[config.mk]
export PLATFORM = sky130hd
export DESIGN_NAME = image_frame_sequencer
export DESIGN_NICKNAME = d
export VERILOG_FILES = /design/src/rtl/image_frame_sequencer.sv
export SDC_FILE = /design/constraint.sdc
export NUM_CORES = 1
export LEC_CHECK = 0
export ABC_AREA = 1
export CORE_ASPECT_RATIO = 1.4
export CORE_MARGIN = 5
export CORE_UTILIZATION = 50
export CTS_CLUSTER_DIAMETER = 100
export DETAILED_ROUTE_END_ITERATION = 6
export GPL_TIMING_DRIVEN = 0
export PLACE_DENSITY = 0.84
export RECOVER_POWER = 25
export SETUP_SLACK_MARGIN = 0.15
export SLEW_MARGIN = 0
export SYNTH_ARGS = -nofsm -noshare
export SYNTH_HDL_FRONTEND = slang
export SYNTH_SLANG_ARGS = --single-unit
[constraint.sdc]
create_clock -name HCLK -period 4.92 [get_ports HCLK]
set_input_delay 0.492 -clock HCLK [delete_from_list [all_inputs] [get_ports HCLK]]
set_output_delay 0.492 -clock HCLK [all_outputs]
set_load 0.05 [all_outputs]
[src/rtl/image_frame_sequencer.sv]
// Frame sequencer: walks one image as pixel pairs, reads a synchronous pair memory,
// and streams row/col-tagged pairs through a 2-entry first-word-fall-through skid FIFO.
module image_frame_sequencer #(
    parameter int WIDTH  = 512,
    parameter int HEIGHT = 512,
    parameter int ADDR_W = 17,
    parameter int ROW_W  = 9,
    parameter int COL_W  = 10
) (
    input  logic              HCLK,
    input  logic              HRESET,
    input  logic              start,
    input  logic              abort,
    input  logic              cfg_workflow,
    input  logic [2:0]        cfg_operation,
    input  logic [31:0]       cfg_value,
    input  logic              cfg_sign,
    output logic              op_workflow,
    output logic [2:0]        op_operation,
    output logic [31:0]       op_value,
    output logic              op_sign,
    output logic              busy,
    output logic              frame_done,
    output logic              cfg_error,
    output logic              rd_en,
    output logic [ADDR_W-1:0] rd_addr,
    input  logic [47:0]       rd_data,
    output logic              pix_valid,
    input  logic              pix_ready,
    output logic [47:0]       pix_data,
    output logic [ROW_W-1:0]  pix_row,
    output logic [COL_W-1:0]  pix_col,
    output logic              pix_last
);

    typedef enum logic [1:0] {IDLE, FETCH, DRAIN, DONE} state_t;

    localparam int                NPAIRS    = WIDTH * HEIGHT / 2;
    localparam logic [ADDR_W-1:0] LAST_ADDR = ADDR_W'(NPAIRS - 1);
    localparam logic [ROW_W-1:0]  LAST_ROW  = ROW_W'(HEIGHT - 1);
    localparam logic [COL_W-1:0]  LAST_COL  = COL_W'(WIDTH - 2);

    state_t            state, state_nxt;
    logic [ADDR_W-1:0] addr_cnt;
    logic [ROW_W-1:0]  row_cnt;
    logic [COL_W-1:0]  col_cnt;

    logic              vld_p1;
    logic [ROW_W-1:0]  row_p1;
    logic [COL_W-1:0]  col_p1;
    logic              last_p1;

    logic [47:0]       fifo_data [2];
    logic [ROW_W-1:0]  fifo_row  [2];
    logic [COL_W-1:0]  fifo_col  [2];
    logic [1:0]        fifo_last;
    logic              wr_ptr, rd_ptr;
    logic [1:0]        count;

    logic              pop, issue, accept, reject, cfg_error_r;
    logic [2:0]        pending;

    // Occupancy after this cycle's pop, counting the read whose data lands at the next edge
    always_comb begin
        pop     = (count != 2'd0) && pix_ready;
        pending = {1'b0, count} + {2'b00, vld_p1} - {2'b00, pop};
        issue   = (state == FETCH) && !abort && (pending < 3'd2);
        accept  = (state == IDLE) && start && !abort && (cfg_operation <= 3'd5);
        reject  = (state == IDLE) && start && !abort && (cfg_operation > 3'd5);
    end

    always_comb begin
        state_nxt = state;
        case (state)
            IDLE:    if (accept) state_nxt = FETCH;
            FETCH:   if (issue && addr_cnt == LAST_ADDR) state_nxt = DRAIN;
            DRAIN:   if (pending == 3'd0) state_nxt = DONE;
            DONE:    state_nxt = IDLE;
            default: state_nxt = IDLE;
        endcase
        if (abort) state_nxt = IDLE;
    end

    // Control path
    always_ff @(posedge HCLK) begin
        if (HRESET) begin
            state        <= IDLE;
            addr_cnt     <= '0;
            row_cnt      <= '0;
            col_cnt      <= '0;
            vld_p1       <= 1'b0;
            count        <= 2'd0;
            wr_ptr       <= 1'b0;
            rd_ptr       <= 1'b0;
            cfg_error_r  <= 1'b0;
            op_workflow  <= 1'b0;
            op_operation <= 3'd0;
            op_value     <= 32'd0;
            op_sign      <= 1'b0;
        end else begin
            state       <= state_nxt;
            cfg_error_r <= reject;
            if (accept) begin
                op_workflow  <= cfg_workflow;
                op_operation <= cfg_operation;
                op_value     <= cfg_value;
                op_sign      <= cfg_sign;
                addr_cnt     <= '0;
                row_cnt      <= '0;
                col_cnt      <= '0;
            end else if (issue) begin
                addr_cnt <= addr_cnt + ADDR_W'(1);
                if (col_cnt == LAST_COL) begin
                    col_cnt <= '0;
                    row_cnt <= row_cnt + ROW_W'(1);
                end else begin
                    col_cnt <= col_cnt + COL_W'(2);
                end
            end
            if (abort) begin
                vld_p1 <= 1'b0;
                count  <= 2'd0;
                wr_ptr <= 1'b0;
                rd_ptr <= 1'b0;
            end else begin
                vld_p1 <= issue;
                if (vld_p1) wr_ptr <= ~wr_ptr;
                if (pop)    rd_ptr <= ~rd_ptr;
                count <= count + {1'b0, vld_p1} - {1'b0, pop};
            end
        end
    end

    // Stage p1: tag travels with the outstanding read; FIFO entry written when data returns
    always_ff @(posedge HCLK) begin
        if (issue) begin
            row_p1  <= row_cnt;
            col_p1  <= col_cnt;
            last_p1 <= (row_cnt == LAST_ROW) && (col_cnt == LAST_COL);
        end
        if (vld_p1) begin
            fifo_data[wr_ptr] <= rd_data;
            fifo_row[wr_ptr]  <= row_p1;
            fifo_col[wr_ptr]  <= col_p1;
            fifo_last[wr_ptr] <= last_p1;
        end
    end

    // Payload is forced to zero while empty so stale entries never reach the stream
    always_comb begin
        pix_valid  = (count != 2'd0);
        pix_data   = pix_valid ? fifo_data[rd_ptr] : 48'd0;
        pix_row    = pix_valid ? fifo_row[rd_ptr]  : '0;
        pix_col    = pix_valid ? fifo_col[rd_ptr]  : '0;
        pix_last   = pix_valid && fifo_last[rd_ptr];
        busy       = (state != IDLE);
        frame_done = (state == DONE);
        cfg_error  = cfg_error_r;
        rd_en      = issue;
        rd_addr    = addr_cnt;
    end

endmodule

==> results of run 1 <==
==> power by group <==
| part | switching (mW) | internal, mW | total, mW |
|---|---|---|---|
| registers | 0.0182 | 2.13 | 2.15 |
| clock network | 0.690 | 0.891 | 1.58 |
| logic | 0.216 | 0.140 | 0.356 |
| total | 0.924 | 3.16 | 4.08 |
==> final cells by class <==
| cell class | instances | area, um^2 |
|---|---|---|
| Buffer | 39 | 183.9 |
| Clock buffer | 32 | 623.1 |
| Inverter | 51 | 193.9 |
| Fill cell | 1345 | 5648 |
| Tap cell | 240 | 300.3 |
| Timing Repair Buffer | 217 | 2198 |
| Multi-Input combinational cell | 565 | 2639 |
| Sequential cell | 234 | 6216 |
| Antenna cell | 3 | 7.507 |
| Clock inverter | 8 | 60.06 |
==> registers in the layout (all words and copies together) (netlist names), 2 cells and up, named ones only <==
name / count
col_p1: 9
fifo_col: 18
row_cnt: 9
fifo_last: 2
state: 2
row_p1: 9
fifo_data: 96
fifo_row: 18
op_value: 32
rd_addr: 17
op_operation: 3
col_cnt: 9
count: 2
==> stage by stage <==
stage          cells  setup TNS [ns]  total power, mW
4_1_cts         1386               0            4.130
3_5_place_dp    1346               0            2.551
6_report        1389               0            4.082
3_3_place_gp    1344          -11.75            2.540
2_1_floorplan    889               0            2.383
5_1_grt         1389               0            4.247
==> final timing paths <==
path	slack (ns)	to	start
worst max register to register	1.74	col_cnt[7]$_SDFFE_PP0P_	count[1]$_SDFF_PP0_
worst min-delay path	0.43	fifo_col[1][7]$_DFFE_PP_	col_p1[7]$_DFFE_PP_
worst min register to register	0.43	fifo_col[1][7]$_DFFE_PP_	col_p1[7]$_DFFE_PP_
worst max-delay path	0.54	rd_en	count[1]$_SDFF_PP0_
==> per-layer routing <==
| metal | global-route usage [%] | up-vias | share of wire [%] |
|---|---|---|---|
| met5 | 0 | - | 0 |
| met4 | 7.392 | 0 | 3.5 |
| met3 | 4.435 | 49 | 7.4 |
| met2 | 37.62 | 234 | 54 |
| met1 | 20.93 | 3245 | 35 |
| li1 | - | 3470 | - |
==> logic make-up (layout without fill, tap and decap cells) <==
kind of cell               after synthesis  after routing  synth area share [%]
xor gates and xnor gates                 7              7                0.6650
and+or+nand+nor                        400            400                 18.14
AOI/OAI and AO/OA                      144            144                 7.817
adders and majority gates               13             13                 1.846
DFF                                    234            234                 67.42
buffers and inverters                   90            347                 4.071
other                                    1              4               0.04067
==> cell usage in the layout (no fill, tap or decap), types with 3 or more instances in the layout <==
master,count
nor2_4,3
buf_1,7
xor2_1,5
dlygate4sd3_1,39
edfxtp_1,153
nor2_2,7
buf_2,12
ha_1,12
nand4_1,9
clkbuf_16,23
o21ai_0,47
a21oi_1,96
inv_1,48
nor3_1,6
dfxtp_1,81
diode_2,3
nor2_1,120
clkbuf_2,3
nand3_1,19
clkinv_2,3
nand2_1,222
nand3_2,3
clkdlybuf4s50_1,175
clkbuf_1,21
==> timing repair <==
item                                    CTS  global route
resized for setup                         2             0
endpoints found under the setup margin    1             0
setup buffers                             0             0
hold buffers                              0             0
endpoints found under the hold margin     0             0
==> flow_metrics.tcl, run 1 <==
set metrics [dict create \
    num_vias 6998 \
    synthArstFlopShare_pct 0 \
    ant_nets 0 \
    cp.arrival_ns 3.88 \
    cellPowerDensity_mw_per_mm2 328.6 \
    ys.flop_type "edfxtp_1" \
    finalClockSkew_ns 0.01377 \
    synth-edff-count 153 \
    ff2ff_path_depth 14 \
    end_kind "primary output" \
    yosys_warnings 0 \
    worstSetupPathDepth 13 \
    overflow 0 \
    num_rows 58 \
    critPathSlowestCell "dlygate4sd2_1" \
    grt_pass1_wl_um 34220 \
    wl_per_cell_um 15.41 \
    synth_area_leaders "edfxtp_1, dfxtp_1, nand2_1" \
    clock_sinks 234 \
    whs_path_depth 0 \
    worst_slew_pin_slew_ns 0.8785 \
    hpwl_um 15210 \
    holdCritPathClass "reg -> reg" \
    die_h_um 170.7 \
    htree_levels 1 \
    ys_ff_latch 234 \
    num-nets-final 1234 \
    fin_crit_sh_pct 88.95 \
    synth_top_area_share_pct 49.83 \
    numCtsBuffers 23 \
    synth.largest_area_cell "edfxtp_1" \
    holdWs_ns 0.4324 \
    numPortBuffers 215 \
    clock_latency_ns 0.49 \
    clockBufferDepth 3 \
    crit_path_frequent_cell "inv_1" \
    detail_route.first_pass.iterations 5 \
    grt_pass1_vias 7118 \
    cap_violations 0 \
    path_max_fanout 29 \
    core_area_mm2 0.01807 \
    start_util_pct 51.02 \
    ir_worst_vdd_mv 0.3005 \
    path_buf_inv 6 \
    synthCells 889 \
    cts_tree "yes" \
    ys_types 34 \
    grt_util_all_layers_pct 19.61 \
    syn_area_per_cell_um2 10.37 \
    slew_violations 0 \
    layout-drive-gt1-share_pct 6.545 \
    critPathLaunchType "register" \
    finalCoreUtilization_pct 68.74 \
    wirelength_um 21410 \
    maxSlewHeadroom_pct 41.44 \
    max_clock_freq_mhz 228.5 \
    drc 0 \
    postPlaceCellArea_mm2 0.01173 \
    io_pins 217 \
    die_x_um 124.8 \
    critPathMaxStageDelay_ns 0.58 \
    finalHoldViolCount 0 \
    status "complete, no violations" \
    setup_viol_count_final 0 \
    initialDrtViolationCount 329 \
    syn-num-nets 992 \
    worstSetupPathType "reg -> out" \
    antenna_found_initial 3 \
    design_area_mm2 0.01242 \
    yosysSeqAreaShare_pct 67.42 \
    p_leak_nw 4.376 \
    clk_pin_slew_worst_paths_ns 0.06 \
    clock-root-buffer "clkbuf_16" \
    area_growth_pct 34.73 \
    syn-cell-area_mm2 0.009220 \
    fin_crit_ns 4.376 \
    setup_slack_ns 0.5438 \
    avgViaCountPerCell 5.038 \
    place_congestion 0.8148 \
    synth_most_common_cell "nand2_1" \
    rsz0062_at_grt "no" \
    grt_start_max_net_pins 69 \
    path_delay_family "buffers and inverters" \
    dp_slack_ns 0.4812 \
    cp_data_required_time_ns 4.43 \
    dieArea_mm2 0.02129 \
    path_cells "nor2_2 > inv_1 > nand2_1 > inv_1 > ha_1 > inv_1 > ha_1 > fa_1 > inv_1 > nand2_2 > nor3_4 > buf_4 > dlygate4sd2_1" \
    synth_common_cells "nand2_1, edfxtp_1, nor2_1" \
]
Power figures use the tool's default switching activity.
==> run 2, diff against run 1 <==
Settings changed: CAP_MARGIN set to 20, CORE_UTILIZATION 50 to 30, PLACE_DENSITY 0.84 to unset, PLACE_DENSITY_LB_ADDON set to 0.12.
==> run 2 against run 1 <==
  * Final area up 2.7%
  * Maximum frequency up 2.8%
  * Global-route usage down 6.4 points
  * Critical path type unchanged
  * Critical endpoint unchanged
==> flow_metrics.tcl, run 2 (synthesized netlist as in run 1, its figures left out) <==
set metrics [dict create \
    wirelength_um 23450 \
    cts_setup_buffers 0 \
    cellPowerDensity_mw_per_mm2 341.8 \
    max_clock_freq_mhz 235.0 \
    start_util_pct 30.21 \
    finalNonFillerCells 1545 \
    holdCritPathClass "reg -> reg" \
    dp_cells 1497 \
    design_area_mm2 0.01275 \
    cap_violations 0 \
    worstSetupPathType "reg -> out" \
    num-nets-final 1237 \
    setup_slack_ns 0.6648 \
    wl_per_cell_um 15.18 \
    initialDrtViolationCount 254 \
    cp_data_required_time_ns 4.43 \
    num_rows 76 \
    seqPwrFrac_pct 49.2 \
    core_area_mm2 0.03052 \
    detail_route.first_pass.iterations 6 \
    nFillCells 2963 \
    antenna_found_initial 2 \
    fin_crit_ns 4.255 \
    worst_slew_pin_slew_ns 0.6772 \
    area_growth_pct 38.34 \
    grt_util_all_layers_pct 13.23 \
    dieArea_mm2 0.03439 \
    die_x_um 158.2 \
    drc 0 \
    num_vias 6862 \
    mostFrequentLayoutCell "nand2_1" \
    postCtsHoldBufs 0 \
    hpwl_um 16470 \
    die_h_um 217.4 \
    power_frac_comb_pct 8.1 \
    grt_pass1_vias 6770 \
    largestRegisters "fifo_data: 96 flops, op_value: 32 flops" \
    avgViaCountPerCell 4.441 \
    regMostFlops "fifo_data" \
    end_kind "primary output" \
    place_congestion 0.7663 \
    postPlaceCellArea_mm2 0.01194 \
    switching_share_pct 22.76 \
    numCtsBuffers 25 \
    rsz0062_at_grt "no" \
    layout_common_cells "nand2_1, clkdlybuf4s50_1, edfxtp_1" \
    finalClockSkew_ns 0.006704 \
    clk_pin_slew_worst_paths_ns 0.06 \
    critPathLaunchType "register" \
    clock-root-buffer "clkbuf_16" \
    p_leak_nw 4.444 \
    dp_slack_ns 0.2962 \
    path_max_fanout 29 \
    clock_sinks 234 \
    multi_input_area_mm2 0.002639 \
    numPortBuffers 215 \
    slew_violations 0 \
    setup_viol_count_final 0 \
    finalCoreUtilization_pct 41.79 \
    grt_start_max_net_pins 49 \
    status "complete, no violations" \
    largest_register_ffs 96 \
    p_clk_share_pct 42.7 \
    grt_pass1_wl_um 36190 \
    cts_tree "yes" \
    register_area_mm2 0.006216 \
    io_pins 217 \
    htree_levels 1 \
    finalHoldViolCount 0 \
    p_sw_mw 0.9920 \
    clock_latency_ns 0.52 \
    p_int_mw 3.367 \
    maxSlewHeadroom_pct 54.75 \
    overflow 0 \
    layout-drive-gt1-share_pct 7.118 \
    clockBufferDepth 3 \
    fin_crit_sh_pct 86.49 \
    ir_worst_vdd_mv 0.1911 \
    cp.arrival_ns 3.76 \
    ant_nets 0 \
]
## run 2: cell types whose count changed in the layout (fill, tap and decap cells not counted), moves of 2 or more
| cell | previous run | this run |
|---|---|---|
| clkbuf_1 | 21 | 18 |
| dlygate4sd3_1 | 39 | 48 |
| clkinv_1 | 0 | 3 |
| clkbuf_2 | 3 | 1 |
| bufinv_16 | 0 | 3 |
| clkbuf_16 | 23 | 25 |
| clkdlybuf4s50_1 | 175 | 166 |
| clkinv_2 | 3 | 6 |
## run 2: repair_timing
item | CTS | global route
gates cloned | 0 | 0
pin swaps | 0 | 0
setup endpoints to repair | 1 | 1
resized for setup | 2 | 2
## run 2: through the flow
stage	TNS [ns]	hold WS, ns	power, mW
floorplan	0	0.4215	2.383
finish	0	0.4442	4.359
CTS	0	0.4465	4.450
global route	0	0.4506	4.537
global placement	-57.33	0.4228	2.552
detailed placement	0	0.4322	2.555
## run 2: layout make-up
cell class	count	share of cell area, %
Antenna cell	3	0.05886
Buffer	39	1.442
Clock buffer	28	5.072
Clock inverter	17	1.295
Inverter	51	1.521
Multi-Input combinational cell	565	20.69
Sequential cell	234	48.73
Tap cell	390	3.826
Timing Repair Buffer	218	17.36
## run 2: worst paths after layout
path,start,to,slack [ns],cells past startpoint
worst max-delay path,count[1]$_SDFF_PP0_,rd_en,0.66,13
worst min-delay path,row_p1[3]$_DFFE_PP_,fifo_row[0][3]$_DFFE_PP_,0.44,0
worst max register to register,count[1]$_SDFF_PP0_,col_cnt[7]$_SDFFE_PP0P_,1.65,14
worst min register to register,row_p1[3]$_DFFE_PP_,fifo_row[0][3]$_DFFE_PP_,0.44,0
## run 2: worst max-delay path, stage by stage (launching register included)
cell,delay (ns)
dfxtp_1,0.35
nor2_2,0.34
inv_1,0.11
nand2_1,0.14
inv_1,0.07
ha_1,0.27
inv_1,0.04
ha_1,0.18
fa_1,0.43
inv_1,0.09
nand2_2,0.09
nor3_4,0.33
buf_4,0.44
clkbuf_2,0.35
## run 2: layer usage
layer | part of all wire, % | up-vias | track usage, %
met3 | 5.9 | 38 | 2.899
met1 | 39 | 3198 | 15.17
met4 | 2.9 | 0 | 4.893
met2 | 52 | 157 | 23.83
li1 | - | 3469 | -
met5 | 0 | - | 0
## run 2: power by group through the flow
| stage | Sequential, mW | Clock, mW | Combinational [mW] |
|---|---|---|---|
| 3_5_place_dp | 2.19 | 0 | 0.368 |
| 6_report | 2.14 | 1.86 | 0.355 |
| 2_1_floorplan | 2.27 | 0 | 0.115 |
| 5_1_grt | 2.15 | 2.00 | 0.384 |
| 3_3_place_gp | 2.19 | 0 | 0.364 |
| 4_1_cts | 2.14 | 1.94 | 0.368 |
